## config.mk

```make
export PLATFORM = sky130hd
export DESIGN_NAME = vga_sync_to_count
export DESIGN_NICKNAME = d
export VERILOG_FILES = /design/src/rtl/vga_timing_pkg.sv /design/src/rtl/sync_edge_detect.sv /design/src/rtl/vga_sync_to_count.sv
export SDC_FILE = /design/constraint.sdc
export NUM_CORES = 1
export LEC_CHECK = 0
export ABC_CLOCK_PERIOD_IN_PS = 7600
export BUFFER_PORTS_ARGS = -buffer_cell sky130_fd_sc_hd__buf_2
export CAP_MARGIN = 20
export CORE_MARGIN = 2
export CORE_UTILIZATION = 59
export DETAILED_ROUTE_END_ITERATION = 10
export PLACE_DENSITY = 0.85
export RECOVER_POWER = 25
export SLEW_MARGIN = 0
export SYNTH_ARGS = -nofsm -noshare
export SYNTH_HDL_FRONTEND = slang
export SYNTH_SLANG_ARGS = --single-unit
```

## constraint.sdc

```tcl
create_clock -name i_Clk -period 7.6 [get_ports i_Clk]
set_input_delay 0.38 -clock i_Clk [delete_from_list [all_inputs] [get_ports i_Clk]]
set_output_delay 0.38 -clock i_Clk [all_outputs]
set_load 0.05 [all_outputs]
```

## src/rtl/vga_timing_pkg.sv

```systemverilog
// vga_timing_pkg: shared 640x480 timing constants, count width and lock-state type
//   used by the sync-to-count recovery block and the matching VGA sync generator.
package vga_timing_pkg;
    localparam int H_TOTAL  = 800;
    localparam int V_TOTAL  = 525;
    localparam int H_ACTIVE = 640;
    localparam int V_ACTIVE = 480;
    localparam int H_EDGE   = 656;
    localparam int V_EDGE   = 490;
    localparam int CNT_W    = 10;
    typedef enum logic [1:0] {UNLOCKED, CHECK, LOCKED} lock_state_t;
endpackage

```

## src/rtl/sync_edge_detect.sv

```systemverilog
// sync_edge_detect: 2-flop synchronizer plus one edge-detect flop for a raw sync pin.
//   clk, rst      : pixel clock, async active-high reset (flops go to the idle level)
//   sync          : raw sync pin
//   sync_d        : pin delayed through all three flops, polarity unchanged
//   sync_edge     : assertion edge seen between the second and third flop
module sync_edge_detect #(
    parameter bit ACTIVE_LOW = 1'b1
) (
    input  logic clk,
    input  logic rst,
    input  logic sync,
    output logic sync_d,
    output logic sync_edge
);
    localparam logic IDLE = ACTIVE_LOW;
    logic s1, s2, s3;
    always_ff @(posedge clk or posedge rst)
        if (rst) {s1, s2, s3} <= {3{IDLE}};
        else     {s1, s2, s3} <= {sync, s1, s2};
    assign sync_d    = s3;
    assign sync_edge = (s3 == IDLE) && (s2 != IDLE);
endmodule

```

## src/rtl/vga_sync_to_count.sv

```systemverilog
// vga_sync_to_count: recover pixel column/row counts from raw HSync/VSync pins and monitor lock.
//   i_Clk, i_Rst                 : pixel clock, async active-high reset
//   i_HSync, i_VSync             : raw sync pins
//   o_HSync, o_VSync             : syncs delayed 3 cycles to align with the counts
//   o_Col_Count, o_Row_Count     : recovered position
//   o_Active                     : position inside the visible area
//   o_Frame_Start                : pulse on each VSync assertion edge
//   o_Locked, o_Sync_Err         : lock status and one-cycle pulse when lock is lost
module vga_sync_to_count
    import vga_timing_pkg::*;
#(
    parameter int TOTAL_COLS      = H_TOTAL,
    parameter int TOTAL_ROWS      = V_TOTAL,
    parameter int ACTIVE_COLS     = H_ACTIVE,
    parameter int ACTIVE_ROWS     = V_ACTIVE,
    parameter int H_EDGE_COL      = H_EDGE,
    parameter int V_EDGE_ROW      = V_EDGE,
    parameter bit SYNC_ACTIVE_LOW = 1'b1
) (
    input  logic             i_Clk,
    input  logic             i_Rst,
    input  logic             i_HSync,
    input  logic             i_VSync,
    output logic             o_HSync,
    output logic             o_VSync,
    output logic [CNT_W-1:0] o_Col_Count,
    output logic [CNT_W-1:0] o_Row_Count,
    output logic             o_Active,
    output logic             o_Frame_Start,
    output logic             o_Locked,
    output logic             o_Sync_Err
);
    localparam logic [CNT_W-1:0] LAST_COL = CNT_W'(TOTAL_COLS - 1);
    localparam logic [CNT_W-1:0] LAST_ROW = CNT_W'(TOTAL_ROWS - 1);
    localparam logic [CNT_W-1:0] ACT_COLS = CNT_W'(ACTIVE_COLS);
    localparam logic [CNT_W-1:0] ACT_ROWS = CNT_W'(ACTIVE_ROWS);
    localparam logic [CNT_W-1:0] EDGE_COL = CNT_W'(H_EDGE_COL);
    localparam logic [CNT_W-1:0] EDGE_ROW = CNT_W'(V_EDGE_ROW);

    logic h_edge, v_edge, at_edge, err_n;
    logic [CNT_W-1:0] col, row, exp_col, exp_row;
    lock_state_t state, state_n;

    sync_edge_detect #(.ACTIVE_LOW(SYNC_ACTIVE_LOW)) u_h (
        .clk(i_Clk), .rst(i_Rst), .sync(i_HSync), .sync_d(o_HSync), .sync_edge(h_edge)
    );
    sync_edge_detect #(.ACTIVE_LOW(SYNC_ACTIVE_LOW)) u_v (
        .clk(i_Clk), .rst(i_Rst), .sync(i_VSync), .sync_d(o_VSync), .sync_edge(v_edge)
    );

    // Expected position is what free-running would produce this cycle.
    always_comb begin
        exp_col = (col == LAST_COL) ? '0 : col + 1'b1;
        exp_row = (col != LAST_COL) ? row : (row == LAST_ROW) ? '0 : row + 1'b1;
        at_edge = (exp_col == '0) && (exp_row == EDGE_ROW);
    end

    // In LOCKED, v_edge != at_edge covers both a misplaced and a missing VSync edge;
    // a bad HSync edge is an error even alongside a good VSync edge.
    always_comb begin
        state_n = state;
        err_n   = 1'b0;
        case (state)
            UNLOCKED: state_n = v_edge ? CHECK : UNLOCKED;
            CHECK:    state_n = (v_edge && at_edge) ? LOCKED : CHECK;
            LOCKED: begin
                err_n   = (v_edge != at_edge) || (h_edge && exp_col != EDGE_COL);
                state_n = err_n ? UNLOCKED : LOCKED;
            end
            default:  state_n = UNLOCKED;
        endcase
    end

    always_ff @(posedge i_Clk or posedge i_Rst)
        if (i_Rst) begin
            col           <= '0;
            row           <= '0;
            state         <= UNLOCKED;
            o_Frame_Start <= 1'b0;
            o_Sync_Err    <= 1'b0;
        end else begin
            col           <= v_edge ? '0 : exp_col;
            row           <= v_edge ? EDGE_ROW : exp_row;
            state         <= state_n;
            o_Frame_Start <= v_edge;
            o_Sync_Err    <= err_n;
        end

    assign o_Col_Count = col;
    assign o_Row_Count = row;
    assign o_Active    = (col < ACT_COLS) && (row < ACT_ROWS);
    assign o_Locked    = (state == LOCKED);
endmodule

```

=== Yosys cells after proc, flatten, opt, wreduce, memory -nomap -nowiden ===
Index checks and enable logic that the tools add are counted.

* Word-level logic and storage cells: 44
* Input port bits: 4
* Flip-flop bits (word level): 30
* Output and inout port bits: 26

* Add/sub/neg operators: 2
* Order comparisons: 2
* Muxes and demuxes: 10
* Equality and inequality tests: 8
* Reductions and logical operators: 9
* Bitwise operators: 2

{| class="wikitable"
|+ Operator list
! cell !! number
|-
| 10-bit 2-to-1 mux || 5
|-
| 10-bit by 1-bit adder with 10-bit output (second input constant) || 2
|-
| 10-bit equality test (second input constant) || 2
|-
| 10-bit != test (second input constant) || 2
|-
| 10-bit by 9-bit equality test with 1-bit output (second input constant) || 1
|-
| 10-bit zero test || 1
|-
| 10-bit < comparator (second input constant) || 1
|-
| 10-bit by 9-bit < comparator with 1-bit output (second input constant) || 1
|-
| 1-bit logical AND || 6
|-
| 2-bit case mux with 3 select lines || 1
|-
| 2-bit 2-to-1 mux || 2
|-
| 2-bit by 1-bit equality test with 1-bit output (second input constant) || 1
|-
| 2-bit equality test (second input constant) || 1
|-
| 2-bit zero test || 1
|-
| 1-bit 2-to-1 mux || 2
|-
| 1-bit NOT || 2
|-
| 1-bit logical OR || 1
|-
| 1-bit != test || 1
|}

=== Depth between registers and ports, before layout ===
* Word-level depth: 9
* Depth in mapped cells: 12
* Mapped depth without buffers: 11

=== Cells and area by module ===
From an unflattened synthesis, not the netlist that was laid out.

* Cell total of the unflattened synthesis: 176
* Area total of the unflattened synthesis: 1,681.6 um2

{| class="wikitable"
|+ By module, submodules not included
! module !! cells each !! sequential area each (um2) !! instances !! area each (um2)
|-
| vga_sync_to_count || 166 || 600.6 || 1 || 1,488.9
|-
| sync_edge_detect || 5 || 78.8 || 2 || 96.3
|}

=== Least setup slack after synthesis ===
No wires, ideal clock.

* Path type: register to register
* Start point: reg col[1] (netlist: o_Col_Count[1])
* End point: reg o_Sync_Err
* Required time: 7.481 ns
* Period minus slack after synthesis: 3.019 ns
* Buffers on the path: 1
* Arrival: 2.900 ns
* Setup time: 0.119 ns
* Cell stages (with the launch flop): 12
* Slack: 4.581 ns
* Path through: dfrtp_1 -> ha_1 -> and4_1 -> buf_2 -> nand3_2 -> a211oi_1 -> o21ai_1 -> a2111oi_2 -> o2111a_1 -> ha_1 -> a31o_2 -> and2_1

* Cells in the longest elaborated chain, start to end: 7
* Elaborated cells between the ends (all ways): 13
* Those cells by class: add/sub: 1; eq/ne: 5; mux: 3; reduce/logical: 4

{| class="wikitable"
|+ Ends and longest elaborated chain
! item !! RTL line !! RTL
|-
| start: declaration || vga_sync_to_count.sv:41 || <nowiki>logic [CNT_W-1:0] col, row, exp_col, exp_row;</nowiki>
|-
| start signal: assignment || vga_sync_to_count.sv:82 || <nowiki>col <= v_edge ? '0 : exp_col;</nowiki>
|-
| 10-bit by 1-bit adder with 10-bit output (tied with other cells) || vga_sync_to_count.sv:53 || <nowiki>exp_col = (col == LAST_COL) ? '0 : col + 1'b1;</nowiki>
|-
| 10-bit 2-to-1 mux (on tied branches) || vga_sync_to_count.sv:53, vga_sync_to_count.sv:54 ||
|-
| 10-bit zero test or 10-bit by 9-bit equality test with 1-bit output (tied branches) || vga_sync_to_count.sv:55 || <nowiki>at_edge = (exp_col == '0) && (exp_row == EDGE_ROW);</nowiki>
|-
| 1-bit logical AND || vga_sync_to_count.sv:55 ||
|-
| 1-bit != test || vga_sync_to_count.sv:67 || <nowiki>err_n = (v_edge != at_edge) || (h_edge && exp_col != EDGE_COL);</nowiki>
|-
| 1-bit logical OR * || vga_sync_to_count.sv:67 ||
|-
| 1-bit 2-to-1 mux * || vga_sync_to_count.sv:63 || <nowiki>case (state)</nowiki>
|-
| named net err_n || vga_sync_to_count.sv:40 || <nowiki>logic h_edge, v_edge, at_edge, err_n;</nowiki>
|-
| end signal: assignment || vga_sync_to_count.sv:86 || <nowiki>o_Sync_Err <= err_n;</nowiki>
|-
| end: declaration || vga_sync_to_count.sv:31 || <nowiki>output logic o_Sync_Err</nowiki>
|}

Mark *: on every way through the listed nets, which the timed path passes. The rest lies on a longest branch.

=== Final worst setup path ===
Same ends and word-level chain as after synthesis.

==> run_results.csv <==
group,metric,value,unit
timing,maxSlewHeadroom,0.473,
timing,slew_viol_final,0,
grt,grt_pass1_wl,6070,um
timing,holdWs,0.0646,ns
synthesis,synthCells,183,
critical_path,cp.required,7.85,ns
grt,grt_overflow,0,
synthesis,synth_cell_types,52,
cells_and_area,drive_gt1_frac,0.264,
timing,grt_setup_unrepaired,"false",
min_path,hp-class,"input pin to async pin",
route,ant_nets,0,
synthesis,ys_seq_elements,30,
synthesis,yosysTopAreaCell,"dfrtp_1",
route,viasPerCell,5.94,
power_and_ir_drop,comb_power_share,0.244,
timing,hold_viol_final,0,
grt,grt_pass1_vias,1300,
critical_path,critPathSlowestCell,"dfrtp_1",
critical_path,critical_path_class,"register to register",
timing,fin_skew,0.0165,ns
power_and_ir_drop,switching_share,0.355,
critical_path,path_max_fanout,7,
route,firstDrtPassIters,4,
placement,gp_congestion,0.985,
cells_and_area,finalNetCount,219,
route,drt_iter0_drc,71,
grt,antenna_found_initial,0,
timing,setup-tns-final,0,ns
route,avgRoutedWirePerCell,14.7,um
clocking,htreeDepth,2,
grt,grt_max_degree,31,
clocking,cts_buffer_depth,2,
synthesis,synth_common_cells,"dfrtp_1 (24), nor2_1 (24), nand2_1 (17), xnor2_1 (10)",
cells_and_area,antennaDiodeCount,0,
route,dr_total_vias,1444,
route,drt_wl_total,3570,um
synthesis,synth_edf_count,0,
placement,portBuffers,29,
synthesis,async_flop_share,1.00,
status,outcome,"complete, no violations",
power_and_ir_drop,ir_drop,0.204,mV
synthesis,yosys-top-cells-area,"dfrtp_1 (35%), dfstp_2 (9.1%), nor2_1 (5.2%)",
critical_path,critPathLaunchType,"register",
timing,clock.fmax,339,MHz
synthesis,synth_nets,191,
placement,dpl.cell_count,234,
power_and_ir_drop,power.leakage,0.836,nW
synthesis,synth_top_area_frac,0.346,
synthesis,synth.avg_cell_area,9.48,um^2
synthesis,syn_area,0.00173,mm^2
cells_and_area,syn_to_final_growth,11.2,%
cells_and_area,fin_cells,243,
grt,grt_usage,0.238,
floorplan,fp.dieArea,0.00339,mm^2
floorplan,dieHeight,58.2,um
synthesis,yosys_warnings,0,
floorplan,core-area,0.00278,mm^2
power_and_ir_drop,power_density,201,mW/mm^2
floorplan,start_util,0.623,
power_and_ir_drop,finalPower,0.388,mW
timing,setup_viol,0,
clocking,cts_setup_buffers,0,
power_and_ir_drop,netSwitchingPower,0.138,mW
critical_path,end_kind,"register",
clocking,clockRootBuffer,"clkbuf_4",
floorplan,std_cell_rows,19,
clocking,path_clk_slew,0.11,ns
timing,finalCriticalPeriod,2.95,ns
clocking,post_cts_resized,0,
synthesis,seq_area_frac_synth,0.437,
floorplan,dieWidth,58.2,um
timing,worst_pin_slew,0.790,ns
power_and_ir_drop,seqPwrFrac,0.494,
critical_path,arrival,3.20,ns
placement,dp_hpwl,2570,um
timing,min_period_over_period,0.388,
route,drcViolationCount,0,
clocking,cts_tree,"yes",
clocking,clock_latency,0.34,ns
critical_path,cp_slowest_stage_delay,0.43,ns
clocking,cts-hold-fix-buffers,0,
floorplan,ios,30,
critical_path,cp_common_cell,"ha_1",
synthesis,synthFlopType,"dfrtp_1",
clocking,cts_made_buffers,5,
power_and_ir_drop,p_int,0.251,mW
power_and_ir_drop,clkPwrFrac,0.262,
clocking,clock-sinks,30,
critical_path,crit_chain,"ha_1, and4_1, and3_4, nand3b_1, or2_2, a21oi_1, o2111a_1, ha_1, a31o_2, and2_1",
job,maxCapViolCount,0,
power groups by stage:
stage          Clock (mW)  Combinational (mW)  Sequential, mW
2_1_floorplan           0              0.0581           0.214
3_5_place_dp            0              0.0955           0.194
4_1_cts             0.104              0.0956           0.191
5_1_grt             0.109               0.103           0.195
6_report            0.102              0.0948           0.192
3_3_place_gp            0              0.0931           0.193
sequential cells by signal (all words and copies together) (netlist names):
| register | count |
|---|---|
| u_h.s2 | 1 |
| u_v.s1 | 1 |
| o_Row_Count | 10 |
| o_Sync_Err | 1 |
| u_h.sync_d | 1 |
| u_h.s1 | 1 |
| state | 2 |
| o_Frame_Start | 1 |
| o_Col_Count | 10 |
| u_v.sync_d | 1 |
| u_v.s2 | 1 |
logic make-up after synthesis:
logic type	synth area share
adders and majority gates	0.0289
and+or+nand+nor	0.279
buffers and inverters	0.0462
DFF	0.437
xor gates and xnor gates	0.0707
muxes	0.0188
AOI/OAI and AO/OA	0.119
critical path: cells and delay by family, from the launching register on:
family / cells / cell delay, ns
simple gates: 5 / 1.26
compound gates: 3 / 0.65
fa+ha+maj: 2 / 0.54
flops: 1 / 0.43
routing by layer:
layer,vias up,track usage,routed length [um]
met2,57,0.346,1580
met5,-,0,0
met4,0,0.0930,61
met1,680,0.338,1630
li1,698,-,-
met3,9,0.0692,293
cell usage in the layout, fill, tap and decap left out, types with 6 or more instances in the layout:
master / synthesis / final
xnor2_1: 10 / 10
nand2_1: 17 / 17
nor2_1: 24 / 24
dfstp_2: 6 / 6
nand3_1: 7 / 7
dfrtp_1: 24 / 24
buf_2: 4 / 29
o21ai_0: 6 / 6
a21oi_1: 7 / 7
worst paths after layout:
| check | start | cells past startpoint | endpoint | slack [ns] |
|---|---|---|---|---|
| setup / recovery | o_Col_Count[1]$_DFF_PP0_ | 10 | o_Sync_Err$_DFF_PP0_ | 4.65 |
| hold / removal | i_Rst | 2 | o_Col_Count[4]$_DFF_PP0_ | 0.06 |
| setup reg to reg | o_Col_Count[1]$_DFF_PP0_ | 10 | o_Sync_Err$_DFF_PP0_ | 4.65 |
| hold reg to reg | u_v.s1$_DFF_PP1_ | 0 | u_v.s2$_DFF_PP1_ | 0.36 |
| max in group asynchronous | i_Rst | 3 | o_Row_Count[8]$_DFF_PP0_ | 6.43 |
| min in group i_Clk | i_HSync | 1 | u_h.s1$_DFF_PP1_ | 0.14 |
metrics by stage:
stage | worst slack (ns) | util | area (um^2)
2_1_floorplan | 4.58 | - | 1730
4_1_cts | 4.68 | 0.692 | 1920
3_3_place_gp | 4.74 | 0.670 | 1860
3_5_place_dp | 4.67 | 0.670 | 1860
6_report | 4.65 | 0.693 | 1930
5_1_grt | 4.46 | 0.693 | 1930
area by class of cell:
| cell class | count | area [um^2] |
|---|---|---|
| tap | 31 | 38.8 |
| clock buffer | 7 | 55.1 |
| multi-input combinational | 137 | 896 |
| sequential | 30 | 758 |
| clock inverter | 1 | 5.00 |
| fill | 220 | 853 |
| inverter | 7 | 26.3 |
| timing repair buffer | 30 | 149 |
Note: power is estimated with default switching activity, not from simulation.
